$ cat src/rtl/speccfa_meta_loader_if.sv
// Receive-stream and peripheral-bus signals of the SpecCFA metadata loader.
// The master modport is the loader side; the slave modport is the stream source / bus target side.
interface speccfa_meta_loader_if;
    logic [7:0]  rx_data;
    logic        rx_valid;
    logic        rx_ready;
    logic [13:0] per_addr;
    logic [15:0] per_din;
    logic        per_en;
    logic [1:0]  per_we;

    modport master (
        input  rx_data, rx_valid,
        output rx_ready, per_addr, per_din, per_en, per_we
    );

    modport slave (
        output rx_data, rx_valid,
        input  rx_ready, per_addr, per_din, per_en, per_we
    );
endinterface

$ cat src/rtl/speccfa_meta_loader.sv
// Fills SpecCFA block-metadata memory from framed byte packets:
// SYNC, COUNT, 2*COUNT little-endian data bytes, XOR checksum.
module speccfa_meta_loader #(
    parameter logic [14:0] BASE_ADDR = 15'h0400,
    parameter int unsigned MEM_WORDS = 256,
    parameter logic [7:0]  SYNC      = 8'hA5
) (
    input  logic                          mclk,
    input  logic                          puc_rst,
    speccfa_meta_loader_if.master         bus,
    output logic                          busy,
    output logic                          meta_valid,
    output logic                          load_err,
    output logic [7:0]                    words_loaded
);

    typedef enum logic [2:0] {
        S_IDLE,
        S_COUNT,
        S_LO,
        S_HI,
        S_WRITE,
        S_CHK
    } state_t;

    state_t      state, state_next;
    logic [7:0]  n_words;
    logic [7:0]  index;
    logic [7:0]  csum;
    logic [7:0]  lo_byte;
    logic [13:0] per_addr_q;
    logic [15:0] per_din_q;
    logic        per_en_q;
    logic [1:0]  per_we_q;
    logic        rx_ready_c;
    logic        accept;
    logic        too_big;
    logic        last_word;

    assign rx_ready_c = (state != S_WRITE);
    assign accept     = bus.rx_valid && rx_ready_c;
    assign too_big    = 32'(bus.rx_data) > MEM_WORDS;
    assign last_word  = (index + 8'd1) == n_words;

    assign bus.rx_ready = rx_ready_c;
    assign bus.per_addr = per_addr_q;
    assign bus.per_din  = per_din_q;
    assign bus.per_en   = per_en_q;
    assign bus.per_we   = per_we_q;

    always_comb begin
        state_next = state;
        case (state)
            S_IDLE:  if (accept && bus.rx_data == SYNC) state_next = S_COUNT;
            S_COUNT: if (accept) begin
                         if (bus.rx_data == 8'd0) state_next = S_CHK;
                         else if (too_big)        state_next = S_IDLE;
                         else                     state_next = S_LO;
                     end
            S_LO:    if (accept) state_next = S_HI;
            S_HI:    if (accept) state_next = S_WRITE;
            S_WRITE: state_next = last_word ? S_CHK : S_LO;
            S_CHK:   if (accept) state_next = S_IDLE;
            default: state_next = S_IDLE;
        endcase
    end

    always_ff @(posedge mclk) begin
        if (puc_rst) begin
            state        <= S_IDLE;
            n_words      <= '0;
            index        <= '0;
            csum         <= '0;
            lo_byte      <= '0;
            per_addr_q   <= '0;
            per_din_q    <= '0;
            per_en_q     <= 1'b0;
            per_we_q     <= '0;
            busy         <= 1'b0;
            meta_valid   <= 1'b0;
            load_err     <= 1'b0;
            words_loaded <= '0;
        end else begin
            state    <= state_next;
            per_en_q <= 1'b0;
            per_we_q <= '0;
            case (state)
                S_IDLE: if (accept && bus.rx_data == SYNC) begin
                    busy         <= 1'b1;
                    meta_valid   <= 1'b0;
                    load_err     <= 1'b0;
                    words_loaded <= '0;
                    index        <= '0;
                    csum         <= '0;
                end
                S_COUNT: if (accept) begin
                    n_words <= bus.rx_data;
                    csum    <= csum ^ bus.rx_data;
                    if (bus.rx_data != 8'd0 && too_big) begin
                        load_err <= 1'b1;
                        busy     <= 1'b0;
                    end
                end
                S_LO: if (accept) begin
                    lo_byte <= bus.rx_data;
                    csum    <= csum ^ bus.rx_data;
                end
                // Bus cycle is launched on the HI byte so per_en is registered and lines up with WRITE.
                S_HI: if (accept) begin
                    csum       <= csum ^ bus.rx_data;
                    per_en_q   <= 1'b1;
                    per_we_q   <= 2'b11;
                    per_addr_q <= BASE_ADDR[14:1] + {6'd0, index};
                    per_din_q  <= {bus.rx_data, lo_byte};
                end
                S_WRITE: begin
                    index        <= index + 8'd1;
                    words_loaded <= words_loaded + 8'd1;
                end
                S_CHK: if (accept) begin
                    if (bus.rx_data == csum) meta_valid <= 1'b1;
                    else                     load_err   <= 1'b1;
                    busy <= 1'b0;
                end
                default: ;
            endcase
        end
    end

endmodule
$ cat src/flat_wrapper.sv
// flat-port wrapper written by rule: the top's interface ports become plain ports
module speccfa_meta_loader_flat 
#(
    parameter logic [14:0] BASE_ADDR = 15'h0400,
    parameter int unsigned MEM_WORDS = 256,
    parameter logic [7:0]  SYNC      = 8'hA5
)
  (mclk, puc_rst, busy, meta_valid, load_err, words_loaded, bus_rx_data, bus_rx_valid, bus_rx_ready, bus_per_addr, bus_per_din, bus_per_en, bus_per_we);
  speccfa_meta_loader_if bus_i ();
  input  logic mclk;
  input  logic puc_rst;
  output logic busy;
  output logic meta_valid;
  output logic load_err;
  output logic [7:0] words_loaded;
  input wire logic [$bits(bus_i.rx_data)-1:0] bus_rx_data;
  input wire logic [$bits(bus_i.rx_valid)-1:0] bus_rx_valid;
  output wire logic [$bits(bus_i.rx_ready)-1:0] bus_rx_ready;
  output wire logic [$bits(bus_i.per_addr)-1:0] bus_per_addr;
  output wire logic [$bits(bus_i.per_din)-1:0] bus_per_din;
  output wire logic [$bits(bus_i.per_en)-1:0] bus_per_en;
  output wire logic [$bits(bus_i.per_we)-1:0] bus_per_we;
  assign bus_i.rx_data = bus_rx_data;
  assign bus_i.rx_valid = bus_rx_valid;
  assign bus_rx_ready = bus_i.rx_ready;
  assign bus_per_addr = bus_i.per_addr;
  assign bus_per_din = bus_i.per_din;
  assign bus_per_en = bus_i.per_en;
  assign bus_per_we = bus_i.per_we;
  speccfa_meta_loader #(.BASE_ADDR(BASE_ADDR), .MEM_WORDS(MEM_WORDS), .SYNC(SYNC)) u_core (.mclk(mclk), .puc_rst(puc_rst), .bus(bus_i), .busy(busy), .meta_valid(meta_valid), .load_err(load_err), .words_loaded(words_loaded));
endmodule
$ cat config.mk
export PLATFORM = sky130hd
export DESIGN_NAME = speccfa_meta_loader_flat
export DESIGN_NICKNAME = d
export VERILOG_FILES = /design/src/rtl/speccfa_meta_loader_if.sv /design/src/rtl/speccfa_meta_loader.sv /design/src/flat_wrapper.sv
export SDC_FILE = /design/constraint.sdc
export NUM_CORES = 1
export LEC_CHECK = 0
export BUFFER_PORTS_ARGS = -buffer_cell sky130_fd_sc_hd__buf_2
export CORE_ASPECT_RATIO = 1.1
export CORE_MARGIN = 4
export CORE_UTILIZATION = 35
export CTS_BUF_LIST = sky130_fd_sc_hd__clkbuf_8
export DETAILED_ROUTE_END_ITERATION = 8
export RECOVER_POWER = 50
export SLEW_MARGIN = 0
export SYNTH_ARGS = -nofsm -noshare
export SYNTH_HDL_FRONTEND = slang
export SYNTH_SLANG_ARGS = --single-unit
export TNS_END_PERCENT = 100
$ cat constraint.sdc
create_clock -name mclk -period 4.22 [get_ports mclk]
set_input_delay 0.844 -clock mclk [delete_from_list [all_inputs] [get_ports mclk]]
set_output_delay 0.844 -clock mclk [all_outputs]
set_load 0.05 [all_outputs]
==> results of run 1 <==
critical path, cell delays in order (launching register included):
cell      delay [ps]
dfxtp_1          670
nand2b_1         200
nor2_2           370
inv_2            260
buf_2            280
sequential cells by signal, summed over array words and instances, names as in the netlist:
name and flops:
u_core.bus.per_din 16, u_core.bus.per_addr 9, u_core.csum 8, u_core.index 8, u_core.lo_byte 8, u_core.n_words 8, u_core.words_loaded 8, u_core.state 3
u_core.bus.per_we 1, u_core.busy 1, u_core.load_err 1, u_core.meta_valid 1
logic make-up (layout without fill, tap and decap cells):
family / after synthesis / count (layout)
and+or+nand+nor: 187 / 187
AOI/OAI and AO/OA: 117 / 117
DFF: 72 / 72
buffers and inverters: 49 / 78
xor gates and xnor gates: 16 / 16
adders and majority gates: 2 / 2
other: 1 / 5
worst max path at each step:
stage                                           to  slack, ps
6_report                              bus_rx_ready       1230
2_1_floorplan  u_core.words_loaded[6]$_SDFFE_PP0P_       1890
4_1_cts                               bus_rx_ready       1220
3_5_place_dp                          bus_rx_ready       1620
3_3_place_gp                          bus_rx_ready       1630
5_1_grt                               bus_rx_ready       1060
cell usage after synthesis (2+ instances only):
master	count
nor4_1	2
xor2_1	6
inv_1	9
o22ai_1	2
ha_1	2
or4_1	3
buf_4	9
o21ai_1	5
buf_2	2
or3_1	7
nor2_1	25
o21ai_0	19
nor3_2	2
o21ai_2	2
and2_1	3
o211ai_1	4
and4_1	2
a31o_2	8
clkbuf_8	2
nand2b_1	6
nand2_1	95
nand3_1	9
nand3b_1	4
buf_1	2
nor2b_1	2
nor3_1	9
a21oi_1	62
clkbuf_1	17
xnor2_1	10
nand4_1	6
clkbuf_2	3
a22oi_1	4
and3_1	4
dfxtp_1	72
nor4b_1	4
buf_6	4
a31oi_1	2
cell usage in the layout, fill, tap and decap left out, drive strengths merged, types with 7 or more instances in the layout:
| master | n |
|---|---|
| buf | 10 |
| clkbuf | 51 |
| xnor2 | 10 |
| inv | 15 |
| or3 | 7 |
| nor3 | 11 |
| nand2 | 95 |
| a21oi | 62 |
| nand3 | 9 |
| nor2 | 26 |
| a31o | 9 |
| dfxtp | 72 |
| o21ai | 26 |
through the flow:
| stage | std cells | instance area, um^2 |
|---|---|---|
| after floorplan | 448 | 3480 |
| after global placement | 578 | 3650 |
| after detailed placement | 578 | 3650 |
| after CTS | 594 | 3860 |
| after global routing | 594 | 3810 |
| final | 594 | 3810 |
final cells by class:
cell class / instances / area (um^2)
Timing Repair Buffer: 52 / 210
Multi-Input combinational cell: 327 / 1760
Clock buffer: 9 / 124
Tap cell: 117 / 146
Clock inverter: 7 / 83.8
Inverter: 10 / 37.5
Fill cell: 994 / 5680
Sequential cell: 72 / 1440
report_power, final:
group	leakage, nW	internal [mW]	total (mW)	switching (mW)
registers	0.580	0.679	0.679	0.000183
logic	0.575	0.00877	0.0481	0.0394
clock network	0.103	0.286	0.584	0.298
total	1.26	0.973	1.31	0.337
per-layer routing:
metal,up-vias,GRT usage,part of all wire
met5,-,0,0
met4,0,0.0432,0.0096
met3,7,0.0305,0.059
met2,79,0.228,0.46
met1,1443,0.209,0.47
li1,1590,-,-
==> impl_table.tex, run 1 <==
\begin{tabular}{lr}
\hline
Metric & Value \\
\hline
\multicolumn{2}{l}{\textbf{Critical path}} \\
Data arrival time at the worst-slack endpoint & 2150 ps \\
Crit path launch & u\_core.state[2]\$\_SDFFE\_PP0P\_ \\
R2r endpoint & u\_core.index[7]\$\_SDFFE\_PP0P\_ \\
Worst reg2reg path startpoint & u\_core.state[2]\$\_SDFFE\_PP0P\_ \\
Endpoint class of the critical path & output port \\
Crit-path max FO & 22 \\
Register-to-Register Path Depth & 5 \\
Kind of start point of the critical path & flop \\
Critical Setup Path Class & reg2out \\
Slack of the worst reg-to-reg path & 1940 ps \\
Endpoint required time on the critical path & 3380 ps \\
\multicolumn{2}{l}{\textbf{Timing}} \\
Maximum clock skew at final layout & 5.85 ps \\
Max-Slew Margin vs Limit & 0.280 \\
Hold Vio Cnt, Final & 0 \\
Highest clock rate & 0.334 GHz \\
Setup violation total in the final timing report & 0 \\
Final min period & 2990 ps \\
Max-slew violation total from the final report & 0 \\
Setup repair after global routing missed its margin & no \\
Tightest Pin Transition & 1080 ps \\
Post-layout worst setup margin & 1230 ps \\
Setup\_tns & 0 ps \\
Share of the clock period used by the worst path after layout & 0.708 \\
Final hold slack & 456 ps \\
\multicolumn{2}{l}{\textbf{Layout}} \\
Signed area change from the synthesized netlist to the final layout & 9.90\% \\
Net total in the final layout & 485 \\
Antenna cells & 0 \\
Fraction of layout cells with a size suffix above 1 & 0.0964 \\
Final Util & 0.401 \\
\multicolumn{2}{l}{\textbf{Place}} \\
GP Congestion & 0.845 \\
Buffers added on ports & 50 \\
DPL Wire Length & 5.53 mm \\
Worst setup timing slack at the placement stage & 1620 ps \\
\multicolumn{2}{l}{\textbf{Synth}} \\
Most common flop cell mapped by yosys & dfxtp\_1 \\
Synth async-reset ratio & 0 \\
Number of flops mapped to enable cells by yosys & 0 \\
Mux share of post-synthesis cell area & 0 \\
Dominant combinational cell family by area after synthesis & simple AND/OR/NAND/NOR gates \\
Part of the Yosys area used for sequential elements & 0.416 \\
Mean Syn Cell Area & 7.80 um\^{}2 \\
Post-synth design cell area & 3460 um\^{}2 \\
Yosys cell types & 52 \\
Largest area contributor in the synthesized netlist & dfxtp\_1 \\
Synth Area in Adders & 0.00723 \\
Compound-Gate Fraction of Synth Area & 0.201 \\
Post-synthesis share of cell area spent on and, or, nand and nor gates & 0.255 \\
Synth Area in XOR/XNOR & 0.0405 \\
Synth area leaders & dfxtp\_1, nand2\_1, a21oi\_1 \\
Mapped Cells & 444 \\
Yosys Warn Count & 0 \\
Share of the synthesized area in the top cell type & 0.416 \\
Synth Register Bits & 72 \\
\multicolumn{2}{l}{\textbf{Global route}} \\
Global-route wire length before repair & 13.9 mm \\
Via count of the first global-routing pass & 2879 \\
Number of antenna violations at the first check in global routing & 0 \\
Global router's overall resource usage & 0.149 \\
GRT overflow & 0 \\
Pin count of the biggest net entering global routing & 70 \\
\multicolumn{2}{l}{\textbf{Clocking}} \\
CTS Root Cell & clkbuf\_8 \\
Source-to-sink clock delay at the later pin of the worst-skew pair & 350 ps \\
Deepest clock path buffer count & 2 \\
Number of clock sinks & 72 \\
Maximum level of the CTS H-tree & 3 \\
Number of CTS-inserted buffers & 9 \\
Gates resized, CTS repair & 0 \\
CTS clk-pin slew, worst paths & 80 ps \\
Hold bufs inserted after CTS & 0 \\
Post-CTS setup buffers & 0 \\
TritonCTS clock tree & built \\
\multicolumn{2}{l}{\textbf{Floorplan}} \\
Initial core utilization & 0.365 \\
Floorplan row count & 37 \\
Core region area & 9490 um\^{}2 \\
Floorplan die area & 11600 um\^{}2 \\
Horizontal die dimension & 103 um \\
Total I/O pin count & 56 \\
Height of the die & 112 um \\
\multicolumn{2}{l}{\textbf{Routing}} \\
Drt initial violations & 141 \\
Drt total wl & 8.41 mm \\
Wire per inst & 14.2 um \\
Via density per instance & 5.25 \\
ANT nets after route & 0 \\
DRC & 0 \\
Via count & 3119 \\
Drt first pass iters & 4 \\
\multicolumn{2}{l}{\textbf{Worst hold path}} \\
Hold worst-path end & u\_core.bus.per\_addr[1]\$\_SDFFE\_PP0P\_ \\
Cell depth of the worst hold path & 2 \\
Worst hold start & u\_core.bus.per\_addr[1]\$\_SDFFE\_PP0P\_ \\
Worst min-delay path category & reg2reg \\
\multicolumn{2}{l}{\textbf{Power}} \\
Pwr per Cell Area & 344 nW/um\^{}2 \\
Power after layout & 1.31 mW \\
Worst voltage drop across the vdd grid & 0.214 mV \\
Static Leak & 1.26 nW \\
\multicolumn{2}{l}{\textbf{Outcome}} \\
Status & complete, no violations \\
\multicolumn{2}{l}{\textbf{Job}} \\
Number of violations of the max-capacitance limit & 0 \\
\hline
\end{tabular}
(Power assumes the default switching activity.)
==> inputs of run 2 (changes only) <==
clock period = 3 ns   (was 4.22 ns; I/O delays follow)
==> run 2 against run 1 <==
Effect of this change: wire length up 0.99%; clock power up 40%; first-iteration DRC count shrank 5.0%; non-clock buffer count rose by 1; utilization is essentially flat; combinational power is 40% higher; clock skew is 1.2 ps higher; sequential share of layout area hardly changed; sequential power is 41% higher; setup slack got worse by 990 ps; flip-flop and latch count is the same; register-to-register slack got worse by 1200 ps.
==> impl_table.tex, run 2 (synthesis gave the netlist of run 1 again) <==
\begin{tabular}{lr}
\hline
Metric & Value \\
\hline
\multicolumn{2}{l}{\textbf{Global route}} \\
Pin count of the biggest net entering global routing & 70 \\
Global router's overall resource usage & 0.147 \\
Global-route wire length before repair & 13.8 mm \\
Met3 usage & 0.0298 \\
GRT overflow & 0 \\
GRT Max-Usage Layer & met2 \\
Via count of the first global-routing pass & 2879 \\
Met1 routing resource usage after global routing & 0.199 \\
Number of antenna violations at the first check in global routing & 0 \\
Met2 Usage GRT & 0.232 \\
\multicolumn{2}{l}{\textbf{Timing}} \\
Setup violation total in the final timing report & 0 \\
Tightest Pin Transition & 1130 ps \\
Setup repair after global routing missed its margin & no \\
Maximum clock skew at final layout & 7.05 ps \\
Share of the clock period used by the worst path after layout & 0.921 \\
Max-Slew Margin vs Limit & 0.249 \\
Max-slew violation total from the final report & 0 \\
Hold Vio Cnt, Final & 0 \\
Setup\_tns & 0 ps \\
Post-layout worst setup margin & 238 ps \\
Final hold slack & 456 ps \\
Final min period & 2760 ps \\
Highest clock rate & 0.362 GHz \\
\multicolumn{2}{l}{\textbf{Clocking}} \\
Deepest clock path buffer count & 2 \\
Gates resized, CTS repair & 0 \\
TritonCTS clock tree & built \\
Source-to-sink clock delay at the later pin of the worst-skew pair & 350 ps \\
CTS clk-pin slew, worst paths & 90 ps \\
Number of CTS-inserted buffers & 9 \\
Number of clock sinks & 72 \\
CTS Root Cell & clkbuf\_8 \\
Hold bufs inserted after CTS & 0 \\
Maximum level of the CTS H-tree & 3 \\
Post-CTS setup buffers & 0 \\
\multicolumn{2}{l}{\textbf{Critical path}} \\
Critical Setup Path Class & reg2out \\
Crit-path max FO & 22 \\
Slack of the worst reg-to-reg path & 720 ps \\
Register-to-Register Path Depth & 5 \\
Worst reg2reg path startpoint & u\_core.state[2]\$\_SDFFE\_PP0P\_ \\
Endpoint required time on the critical path & 2400 ps \\
Endpoint class of the critical path & output port \\
R2r endpoint & u\_core.index[7]\$\_SDFFE\_PP0P\_ \\
Kind of start point of the critical path & flop \\
Data arrival time at the worst-slack endpoint & 2160 ps \\
\multicolumn{2}{l}{\textbf{Place}} \\
GP Congestion & 0.845 \\
DPL Wire Length & 5.61 mm \\
Post-detailed-placement cell area & 3660 um\^{}2 \\
Worst setup timing slack at the placement stage & 646 ps \\
Buffers added on ports & 50 \\
\multicolumn{2}{l}{\textbf{Job}} \\
Number of violations of the max-capacitance limit & 0 \\
\multicolumn{2}{l}{\textbf{Layout}} \\
Max reg flops & 16 \\
Net total in the final layout & 486 \\
Antenna cells & 0 \\
Fraction of layout cells with a size suffix above 1 & 0.0983 \\
Signed area change from the synthesized netlist to the final layout & 9.97\% \\
Commonest non-fill, non-tap cells in the layout & nand2\_1, dfxtp\_1, a21oi\_1 \\
Area of all placed cells without fillers & 3810 um\^{}2 \\
Most common cell after layout, fill and taps aside & nand2\_1 \\
\multicolumn{2}{l}{\textbf{Floorplan}} \\
Initial core utilization & 0.365 \\
Total I/O pin count & 56 \\
Floorplan row count & 37 \\
Floorplan die area & 11600 um\^{}2 \\
Core region area & 9490 um\^{}2 \\
Height of the die & 112 um \\
Horizontal die dimension & 103 um \\
\multicolumn{2}{l}{\textbf{Worst hold path}} \\
Cell depth of the worst hold path & 2 \\
Worst min-delay path category & reg2reg \\
Worst hold start & u\_core.bus.per\_addr[7]\$\_SDFFE\_PP0P\_ \\
Hold worst-path end & u\_core.bus.per\_addr[7]\$\_SDFFE\_PP0P\_ \\
\multicolumn{2}{l}{\textbf{Power}} \\
Worst voltage drop across the vdd grid & 0.279 mV \\
Power after layout & 1.84 mW \\
Static Leak & 1.27 nW \\
Pwr per Cell Area & 483 nW/um\^{}2 \\
\multicolumn{2}{l}{\textbf{Routing}} \\
Via density per instance & 5.27 \\
Wire per inst & 14.3 um \\
Drt first pass iters & 4 \\
Drt total wl & 8.49 mm \\
DRC & 0 \\
Drt initial violations & 134 \\
ANT nets after route & 0 \\
Via count & 3134 \\
\multicolumn{2}{l}{\textbf{Outcome}} \\
Status & complete, no violations \\
\hline
\end{tabular}
run 2: cell count changes in the layout (fill, tap and decap cells not counted), sizes merged:
cell,change
clkinvlp,-1
inv,-1
buf,+2
clkinv,+2
clkbuf,-1
run 2: worst max-delay path by stage:
stage	start	end	slack, ps	cells after the start
after floorplan	bus_rx_data[4]	u_core.words_loaded[6]$_SDFFE_PP0P_	920	6
after global placement	u_core.state[2]$_SDFFE_PP0P_	bus_rx_ready	660	4
after detailed placement	bus_rx_data[3]	u_core.csum[7]$_SDFFE_PP0P_	650	6
after CTS	u_core.state[2]$_SDFFE_PP0P_	bus_rx_ready	260	4
after global routing	u_core.state[2]$_SDFFE_PP0P_	bus_rx_ready	150	4
final	u_core.state[2]$_SDFFE_PP0P_	bus_rx_ready	240	4
run 2: stage by stage:
step	util	cells
after global routing	0.401	595
final	0.401	595
after global placement	0.386	579
after CTS	0.408	595
after floorplan	-	448
after detailed placement	0.386	579
run 2: final cells by class:
type | instances | area, um^2
fillers | 1007 | 5680
multi-input cells | 327 | 1760
flip-flops and latches | 72 | 1440
repair buffers | 53 | 216
well taps | 117 | 146
clock buffers | 9 | 124
clock inverters | 7 | 85.1
inverters | 10 | 37.5
run 2: layer usage:
metal  part of all wire  up-vias
met4              0.012        0
met5                  0        -
met1               0.48     1459
met2               0.46       75
li1                   -     1589
met3              0.055       11
run 2: power by group:
| group | switching [mW] | internal, mW | total, mW |
|---|---|---|---|
| clock network | 0.416 | 0.402 | 0.818 |
| registers | 0.000259 | 0.955 | 0.955 |
| logic | 0.0550 | 0.0125 | 0.0675 |
run 2: critical path, stage by stage (launching register included):
cell      delay [ps]
dfxtp_1          650
nand2b_1         200
nor2_2           390
inv_2            270
buf_2            290
==> inputs of run 3 (changes only) <==
BUFFER_PORTS_ARGS = -buffer_cell sky130_fd_sc_hd__clkbuf_2   (was -buffer_cell sky130_fd_sc_hd__buf_2)
CORE_ASPECT_RATIO = unset   (was 1.1)
==> run 3 against run 2 <==
Effect of this change: utilization is 0.74 points lower; setup slack worse by 47 ps; clock-buffer cell count stayed put; sequential power hardly changed; cell count is 2.7% higher; die area hardly changed; sequential share of layout area is 0.062 points lower; critical path depth stayed put.
==> impl_table.tex, run 3 (synthesis gave the netlist of run 1 again) <==
\begin{tabular}{lr}
\hline
Metric & Value \\
\hline
\multicolumn{2}{l}{\textbf{Timing}} \\
Hold Vio Cnt, Final & 0 \\
Max-slew violation total from the final report & 0 \\
Final hold slack & 456 ps \\
Maximum clock skew at final layout & 7.13 ps \\
Setup\_tns & 0 ps \\
Max-Slew Margin vs Limit & 0.275 \\
Final min period & 2810 ps \\
Setup violation total in the final timing report & 0 \\
Tightest Pin Transition & 1090 ps \\
Highest clock rate & 0.356 GHz \\
Share of the clock period used by the worst path after layout & 0.936 \\
Setup repair after global routing missed its margin & no \\
\multicolumn{2}{l}{\textbf{Power}} \\
Static Leak & 1.26 nW \\
Power after layout & 1.76 mW \\
Pwr per Cell Area & 461 nW/um\^{}2 \\
Worst voltage drop across the vdd grid & 0.207 mV \\
\multicolumn{2}{l}{\textbf{Critical path}} \\
Critical Path, Cell by Cell & nand2b\_1 > nor2\_2 > inv\_2 > clkbuf\_2 \\
Critical Setup Path Class & reg2out \\
Endpoint class of the critical path & output port \\
Kind of start point of the critical path & flop \\
Crit-path max FO & 22 \\
Slowest-stage cell, CP & dfxtp\_1 \\
Endpoint required time on the critical path & 2400 ps \\
Data arrival time at the worst-slack endpoint & 2210 ps \\
Worst stage delay on the critical path & 670 ps \\
\multicolumn{2}{l}{\textbf{Floorplan}} \\
Core region area & 9680 um\^{}2 \\
Floorplan row count & 36 \\
Total I/O pin count & 56 \\
Floorplan die area & 11600 um\^{}2 \\
Height of the die & 107 um \\
Horizontal die dimension & 107 um \\
Initial core utilization & 0.358 \\
\multicolumn{2}{l}{\textbf{Clocking}} \\
Source-to-sink clock delay at the later pin of the worst-skew pair & 350 ps \\
Deepest clock path buffer count & 2 \\
Gates resized, CTS repair & 0 \\
Hold bufs inserted after CTS & 0 \\
Post-CTS setup buffers & 0 \\
Number of CTS-inserted buffers & 9 \\
Maximum level of the CTS H-tree & 3 \\
TritonCTS clock tree & built \\
CTS Root Cell & clkbuf\_8 \\
CTS clk-pin slew, worst paths & 90 ps \\
Number of clock sinks & 72 \\
\multicolumn{2}{l}{\textbf{Global route}} \\
Pin count of the biggest net entering global routing & 70 \\
Global-route wire length before repair & 14.0 mm \\
Number of antenna violations at the first check in global routing & 0 \\
GRT overflow & 0 \\
Global router's overall resource usage & 0.150 \\
Via count of the first global-routing pass & 3006 \\
\multicolumn{2}{l}{\textbf{Layout}} \\
Max reg flops & 16 \\
Number of filler cells placed in the layout & 1044 \\
Antenna cells & 0 \\
Fraction of layout cells with a size suffix above 1 & 0.105 \\
Layout Cells excl Fill & 611 \\
Most common cell after layout, fill and taps aside & nand2\_1 \\
Net total in the final layout & 486 \\
Commonest non-fill, non-tap cells in the layout & nand2\_1, dfxtp\_1, a21oi\_1 \\
Signed area change from the synthesized netlist to the final layout & 10.2\% \\
\multicolumn{2}{l}{\textbf{Job}} \\
Number of violations of the max-capacitance limit & 0 \\
\multicolumn{2}{l}{\textbf{Routing}} \\
Via density per instance & 5.18 \\
Drt first pass iters & 5 \\
Wire per inst & 13.9 um \\
ANT nets after route & 0 \\
DRC & 0 \\
Drt initial violations & 175 \\
Drt total wl & 8.47 mm \\
Via count & 3167 \\
\multicolumn{2}{l}{\textbf{Place}} \\
Buffers added on ports & 50 \\
GP Congestion & 0.784 \\
DPL Wire Length & 5.71 mm \\
Cell total after placement & 595 \\
\multicolumn{2}{l}{\textbf{Outcome}} \\
Status & complete, no violations \\
\multicolumn{2}{l}{\textbf{Worst hold path}} \\
Worst min-delay path category & reg2reg \\
\hline
\end{tabular}
-- run 3: report_power, final --
group          total (mW)  internal (mW)  switching (mW)
combinational      0.0676         0.0124          0.0552
sequential          0.955          0.955        0.000239
clock               0.735          0.316           0.419
-- run 3: worst paths after layout --
| kind | startpoint | to | slack [ps] | depth (start not counted) |
|---|---|---|---|---|
| max | u_core.state[2]$_SDFFE_PP0P_ | bus_rx_ready | 190 | 4 |
| min | u_core.bus.per_addr[2]$_SDFFE_PP0P_ | u_core.bus.per_addr[2]$_SDFFE_PP0P_ | 460 | 2 |
| max reg2reg | u_core.state[2]$_SDFFE_PP0P_ | u_core.index[7]$_SDFFE_PP0P_ | 680 | 5 |
| min reg2reg | u_core.bus.per_addr[2]$_SDFFE_PP0P_ | u_core.bus.per_addr[2]$_SDFFE_PP0P_ | 460 | 2 |
-- run 3: layout make-up --
class,count,area (um^2),share of cell area
sequential,72,1440,0.378
timing repair buffer,53,221,0.0581
clock inverter,7,61.3,0.0161
multi-input combinational,327,1760,0.462
tap,133,166,0.0436
inverter,10,37.5,0.00984
clock buffer,9,124,0.0325
-- run 3: per-layer routing --
| metal | routed length, um | vias to the layer above | global-route usage |
|---|---|---|---|
| li1 | - | 1585 | - |
| met1 | 3820 | 1481 | 0.191 |
| met2 | 3980 | 93 | 0.242 |
| met3 | 585 | 8 | 0.0414 |
| met4 | 82 | 0 | 0.0532 |
| met5 | 0 | - | 0 |
-- run 3: critical path, delay by kind of cell, from the launching register on --
| family | cells | cell delay [ps] |
|---|---|---|
| buffers and inverters | 2 | 570 |
| flip-flops | 1 | 670 |
| AND/OR/NAND/NOR | 2 | 610 |
-- run 3: per-stage QoR --
| stage | setup slack, ps | util | cell area, um^2 |
|---|---|---|---|
| 3_3_place_gp | 613 | 0.380 | 3680 |
| 2_1_floorplan | 918 | - | 3480 |
| 4_1_cts | 192 | 0.399 | 3870 |
| 6_report | 191 | 0.394 | 3810 |
| 3_5_place_dp | 584 | 0.380 | 3680 |
| 5_1_grt | 33.6 | 0.394 | 3810 |
